===== config.mk =====
export PLATFORM = sky130hd
export DESIGN_NAME = vga_timing_gen
export DESIGN_NICKNAME = d
export VERILOG_FILES = /design/src/rtl/vga_pkg.sv /design/src/rtl/vga_axis_counter.sv /design/src/rtl/vga_timing_gen.sv
export SDC_FILE = /design/constraint.sdc
export NUM_CORES = 1
export LEC_CHECK = 0
export BUFFER_PORTS_ARGS = -buffer_cell sky130_fd_sc_hd__buf_4
export CAP_MARGIN = 30
export CORE_AREA = 2 2 73 75
export CTS_CLUSTER_DIAMETER = 80
export DETAILED_ROUTE_END_ITERATION = 8
export DIE_AREA = 0 0 75 77
export GPL_ROUTABILITY_DRIVEN = 1
export SETUP_SLACK_MARGIN = 0.4
export SLEW_MARGIN = 20
export SYNTH_ARGS = -nofsm -noshare
export SYNTH_HDL_FRONTEND = slang
export SYNTH_SLANG_ARGS = --single-unit

===== constraint.sdc =====
create_clock -name clk -period 2.5 [get_ports clk]
set_input_delay 0.125 -clock clk [delete_from_list [all_inputs] [get_ports clk]]
set_output_delay 0.125 -clock clk [all_outputs]
set_load 0.01 [all_outputs]

===== src/rtl/vga_pkg.sv =====
// Shared VGA raster definitions: default 640x480@60 timing, coordinate width, helpers.
package vga_pkg;

  localparam int unsigned COORD_W = 10;

  localparam int unsigned VGA_CLK_DIV     = 2;
  localparam int unsigned VGA_ANIM_FRAMES = 30;

  localparam int unsigned VGA_H_ACTIVE = 640;
  localparam int unsigned VGA_H_FP     = 16;
  localparam int unsigned VGA_H_SYNC   = 96;
  localparam int unsigned VGA_H_BP     = 48;
  localparam int unsigned VGA_H_TOTAL  = VGA_H_ACTIVE + VGA_H_FP + VGA_H_SYNC + VGA_H_BP;

  localparam int unsigned VGA_V_ACTIVE = 480;
  localparam int unsigned VGA_V_FP     = 10;
  localparam int unsigned VGA_V_SYNC   = 2;
  localparam int unsigned VGA_V_BP     = 33;
  localparam int unsigned VGA_V_TOTAL  = VGA_V_ACTIVE + VGA_V_FP + VGA_V_SYNC + VGA_V_BP;

  typedef logic [COORD_W-1:0] coord_t;

  // Register width able to hold 0..n-1, never narrower than one bit.
  function automatic int unsigned bits_for(input int unsigned n);
    return (n > 1) ? $clog2(n) : 1;
  endfunction

endpackage


===== src/rtl/vga_axis_counter.sv =====
// One raster axis: position counter with wrap strobe, active-low sync and active-region flag.
// sync_n and in_active are registered from the next count so they line up with count.
module vga_axis_counter
  import vga_pkg::*;
#(
  parameter int unsigned ACTIVE = VGA_H_ACTIVE,
  parameter int unsigned FP     = VGA_H_FP,
  parameter int unsigned SYNC   = VGA_H_SYNC,
  parameter int unsigned BP     = VGA_H_BP
) (
  input  logic               clk,
  input  logic               reset,
  input  logic               step,
  output logic [COORD_W-1:0] count,
  output logic               wrap,
  output logic               sync_n,
  output logic               in_active
);

  localparam int unsigned TOTAL      = ACTIVE + FP + SYNC + BP;
  localparam int unsigned SYNC_START = ACTIVE + FP;
  localparam int unsigned SYNC_END   = SYNC_START + SYNC;
  localparam int unsigned EXT_W      = COORD_W + 1;

  logic               at_end;
  logic [COORD_W-1:0] count_nxt;
  logic [EXT_W-1:0]   count_nxt_ext;

  // Next position and wrap detection; wrap only fires on an actual step.
  always_comb begin
    at_end        = (count == COORD_W'(TOTAL - 1));
    count_nxt     = at_end ? '0 : count + COORD_W'(1);
    count_nxt_ext = {1'b0, count_nxt};
    wrap          = step & at_end;
  end

  // Position and decoded flags advance together on step, hold otherwise.
  always_ff @(posedge clk or posedge reset) begin
    if (reset) begin
      count     <= '0;
      sync_n    <= 1'b1;
      in_active <= (ACTIVE > 0);
    end else if (step) begin
      count     <= count_nxt;
      sync_n    <= ~((count_nxt_ext >= EXT_W'(SYNC_START)) && (count_nxt_ext < EXT_W'(SYNC_END)));
      in_active <= (count_nxt_ext < EXT_W'(ACTIVE));
    end
  end

endmodule


===== src/rtl/vga_timing_gen.sv =====
// VGA raster timing: pixel clock-enable, h/v counters, syncs, active flag,
// per-frame pulse and the sprite animation phase troca.
module vga_timing_gen
  import vga_pkg::*;
#(
  parameter int unsigned CLK_DIV     = VGA_CLK_DIV,
  parameter int unsigned H_ACTIVE    = VGA_H_ACTIVE,
  parameter int unsigned H_FP        = VGA_H_FP,
  parameter int unsigned H_SYNC      = VGA_H_SYNC,
  parameter int unsigned H_BP        = VGA_H_BP,
  parameter int unsigned V_ACTIVE    = VGA_V_ACTIVE,
  parameter int unsigned V_FP        = VGA_V_FP,
  parameter int unsigned V_SYNC      = VGA_V_SYNC,
  parameter int unsigned V_BP        = VGA_V_BP,
  parameter int unsigned ANIM_FRAMES = VGA_ANIM_FRAMES
) (
  input  logic               clk,
  input  logic               reset,
  output logic               pix_en,
  output logic [COORD_W-1:0] h_counter,
  output logic [COORD_W-1:0] v_counter,
  output logic               h_sync,
  output logic               v_sync,
  output logic               active,
  output logic               frame_start,
  output logic               troca
);

  localparam int unsigned DIV_W = bits_for(CLK_DIV);
  localparam int unsigned FC_W  = $clog2(ANIM_FRAMES + 1);

  logic [DIV_W-1:0] div_cnt;
  logic [FC_W-1:0]  frame_cnt;
  logic             started;
  logic             h_wrap;
  logic             v_wrap;
  logic             h_in_active;
  logic             v_in_active;
  logic             frame_wrap;

  // Pixel clock-enable: one-clk strobe every CLK_DIV clks, first one CLK_DIV clks after reset.
  always_ff @(posedge clk or posedge reset) begin
    if (reset) begin
      div_cnt <= '0;
      pix_en  <= 1'b0;
    end else if (div_cnt == DIV_W'(CLK_DIV - 1)) begin
      div_cnt <= '0;
      pix_en  <= 1'b1;
    end else begin
      div_cnt <= div_cnt + DIV_W'(1);
      pix_en  <= 1'b0;
    end
  end

  vga_axis_counter #(
    .ACTIVE (H_ACTIVE),
    .FP     (H_FP),
    .SYNC   (H_SYNC),
    .BP     (H_BP)
  ) u_h_axis (
    .clk       (clk),
    .reset     (reset),
    .step      (pix_en),
    .count     (h_counter),
    .wrap      (h_wrap),
    .sync_n    (h_sync),
    .in_active (h_in_active)
  );

  vga_axis_counter #(
    .ACTIVE (V_ACTIVE),
    .FP     (V_FP),
    .SYNC   (V_SYNC),
    .BP     (V_BP)
  ) u_v_axis (
    .clk       (clk),
    .reset     (reset),
    .step      (h_wrap),
    .count     (v_counter),
    .wrap      (v_wrap),
    .sync_n    (v_sync),
    .in_active (v_in_active)
  );

  assign frame_wrap = h_wrap & v_wrap;

  // Frame pulse, first-pixel tracking and animation phase counter.
  always_ff @(posedge clk or posedge reset) begin
    if (reset) begin
      frame_start <= 1'b0;
      started     <= 1'b0;
      frame_cnt   <= '0;
      troca       <= 1'b0;
    end else begin
      frame_start <= frame_wrap;
      if (pix_en) begin
        started <= 1'b1;
      end
      if (frame_wrap) begin
        if (frame_cnt == FC_W'(ANIM_FRAMES - 1)) begin
          frame_cnt <= '0;
          troca     <= ~troca;
        end else begin
          frame_cnt <= frame_cnt + FC_W'(1);
        end
      end
    end
  end

  // The reset-state pixel (0,0) stays inactive until the raster has moved once.
  assign active = started & h_in_active & v_in_active;

endmodule


==> results.cfg <==
[floorplanning]
pin_count = 28
die_h_um = 77
die_area_um2 = 5780
start_util = 0.386
dieWidth_um = 75
row_count = 26
core-area_um2 = 4980

[pwr]
power-per-cell-area_nw_per_um2 = 430
p_leak_nw = 1.02
irDropWorstVdd_mv = 0.224

[route]
vias = 1597
wl_per_cell_um = 13.0
routed_via_density = 5.20
ant_nets = 0
drc = 0
drt_pass1_iterations = 4
drt-initial-drc-count = 105
wl_um = 3990

[cells_and_area]
final_area_um2 = 2300
final_cell_mix = 31 x buf_4, 29 x dfrtp_1, 26 x nand2_1
mostFrequentLayoutCell = buf_4
final_cells = 307
nets = 244
antennaDiodeCount = 0
drive_gt1_frac = 0.241
postLayoutCoreUtil = 0.462
syn2layout_area_growth_pct = 19.5

[critical_path]
required_ns = 2.72
critPathKind = reg2reg
cp-startpoint = u_h_axis.count[1]$_DFFE_PP0P_
worstReg2RegStart = u_h_axis.count[1]$_DFFE_PP0P_
reg2regPathDepth = 6
timing.rr.end = frame_cnt[1]$_DFFE_PP0P_
startpoint_type = flop
critPathCapture = frame_cnt[1]$_DFFE_PP0P_
critical_path_arrival_ns = 2.16
crit_top_cell = and4_2
cp-end-kind = flop
path_cells = ha_1 -> and4_2 -> and4_2 -> nand2_2 -> or3_1 -> o21ai_1
critPathMaxStageDelay_ns = 0.43
crit_path_max_fanout = 8
slowest_stage = dfrtp_1
rrSetupSlack_ns = 0.55

[yosys]
syn_area_um2 = 1920
ys_seq_elements = 34
yosysWarnings = 0
syn_area_per_cell_um2 = 9.29
synth_edf_count = 0
synthCells = 207
synthFlopType = dfrtp_1
synth_nets = 215
ys_async_sr_fraction = 1.00
synthDistinctLibCells = 47
ys_seq_area_frac = 0.445

[global_route]
gr-total-overflow = 0
antenna_found_initial = 0
grt_pass1_vias = 1475
grt_max_degree = 19
grt_pass1_wl_um = 6890
grt_usage = 0.152

[placed_design]
gp_congestion = 0.775
post-place-cells = 298
postPlaceCellArea_um2 = 2190
dpl.hpwl_um = 2840
io_buffer_count = 27

[clocking]
cts-root-buf = clkbuf_8
path_clk_slew_ns = 0.07
clock_sinks = 34
clock_path_buffers = 2
cts_tree = done
cts_setup_buffers = 0
worstSkewPairLatency_ns = 0.29
h-tree-depth = 2
cts_made_buffers = 5

[run_status]
status = completed

[timing]
slew_violations = 0
max_freq_ghz = 0.514
setup_violations = 0
worst_slew_pin_slew_ns = 0.709
hold_violations = 0
whs_ns = 0.395
rsz0062_at_grt = no
fin_worst_skew_ns = 0.00520
tns_ns = 0
min_period_ns = 1.95
slew-limit-headroom = 0.527
fin_crit_sh = 0.778

[hold_path]
min_from = div_cnt$_DFF_PP0_
min_path_type = reg2reg

[flow_run]
drv_cap = 0
==> where the power goes <==
group	switching, mW	internal, mW
registers	0	0.550
clock network	0.201	0.222
logic	0.0113	0.00309
total	0.213	0.776
==> metal layers <==
| layer | routed length, um | part of all wire | track usage | up-vias |
|---|---|---|---|---|
| met1 | 1990 | 0.50 | 0.223 | 767 |
| met2 | 1820 | 0.46 | 0.218 | 22 |
| met5 | 0 | 0 | 0 | - |
| met3 | 138 | 0.035 | 0.0394 | 4 |
| li1 | - | - | - | 804 |
| met4 | 38 | 0.0095 | 0.0482 | 0 |
==> synthesized netlist by cell type, types with 2 or more instances <==
cell | count | share of area
o41ai_1 | 2 | 0.0091
nor4_1 | 3 | 0.0098
nand2_1 | 26 | 0.051
a21oi_1 | 8 | 0.021
ha_1 | 6 | 0.039
a31oi_1 | 2 | 0.0065
o21ai_0 | 17 | 0.044
nor2_1 | 12 | 0.023
and3_1 | 7 | 0.023
dfstp_2 | 4 | 0.055
or3_1 | 2 | 0.0065
clkbuf_1 | 4 | 0.0078
inv_1 | 8 | 0.016
o31ai_1 | 4 | 0.016
o22ai_1 | 2 | 0.0065
buf_4 | 2 | 0.0078
nor3_1 | 4 | 0.010
nand3_1 | 7 | 0.018
xnor2_1 | 8 | 0.036
and4_1 | 2 | 0.0091
nand4_1 | 9 | 0.029
nand2b_1 | 3 | 0.0098
a21o_1 | 2 | 0.0078
mux2_2 | 4 | 0.023
xor2_1 | 5 | 0.023
buf_2 | 3 | 0.0078
dfrtp_1 | 30 | 0.39
and2_1 | 2 | 0.0065
==> state kept, by name, summed over array words and instances (netlist names) <==
signal / cells
u_h_axis.count: 10
u_v_axis.in_active: 1
frame_start: 1
troca: 1
u_v_axis.sync_n: 1
u_h_axis.sync_n: 1
started: 1
frame_cnt: 5
u_v_axis.count: 10
pix_en: 1
div_cnt: 1
u_h_axis.in_active: 1
==> area by class of cell <==
type                    count  area [um2]
well taps                  70        87.6
fillers                   505        2680
flip-flops and latches     34         857
clock inverters             1        5.00
repair buffers             32         243
inverters                   9        33.8
clock buffers               7        86.3
multi-input cells         154         986
==> cell families after synthesis <==
| kind of cell | synth area share |
|---|---|
| mux | 0.0286 |
| xor+xnor | 0.0592 |
| flops | 0.445 |
| simple gates | 0.239 |
| compound gates | 0.146 |
| fa+ha+maj | 0.0390 |
| buf+inv | 0.0436 |
==> critical path: cells and delay by family, from the launching register on <==
kind                     cells  cell delay (ns)
AND/OR/NAND/NOR              4             1.15
AO/OA/AOI/OAI                1             0.08
adder cells (fa/ha/maj)      1             0.23
flip-flops                   1             0.43
==> how the worst min path moves through the flow <==
stage	end	slack, ns	cells past startpoint
floorplan	div_cnt$_DFF_PP0_	0.26	1
global placement	u_h_axis.count[1]$_DFFE_PP0P_	0.29	2
detailed placement	u_h_axis.count[0]$_DFFE_PP0P_	0.30	2
CTS	pix_en$_DFF_PP0_	0.40	0
global route	pix_en$_DFF_PP0_	0.41	0
finish	pix_en$_DFF_PP0_	0.39	0
==> per-stage QoR <==
stage,worst slack [ns],power (mW)
2_1_floorplan,0.558,0.568
3_3_place_gp,0.500,0.575
3_5_place_dp,0.435,0.575
4_1_cts,0.433,1.01
5_1_grt,0.420,1.03
6_report,0.555,0.988
==> repair_timing <==
item                                   4_1_cts  5_1_grt
endpoints found under the hold margin       16        0
hold buffers                                 1        0
setup endpoints to repair                    0        7
gates resized for setup                      0        3
(Power assumes the default switching activity.)
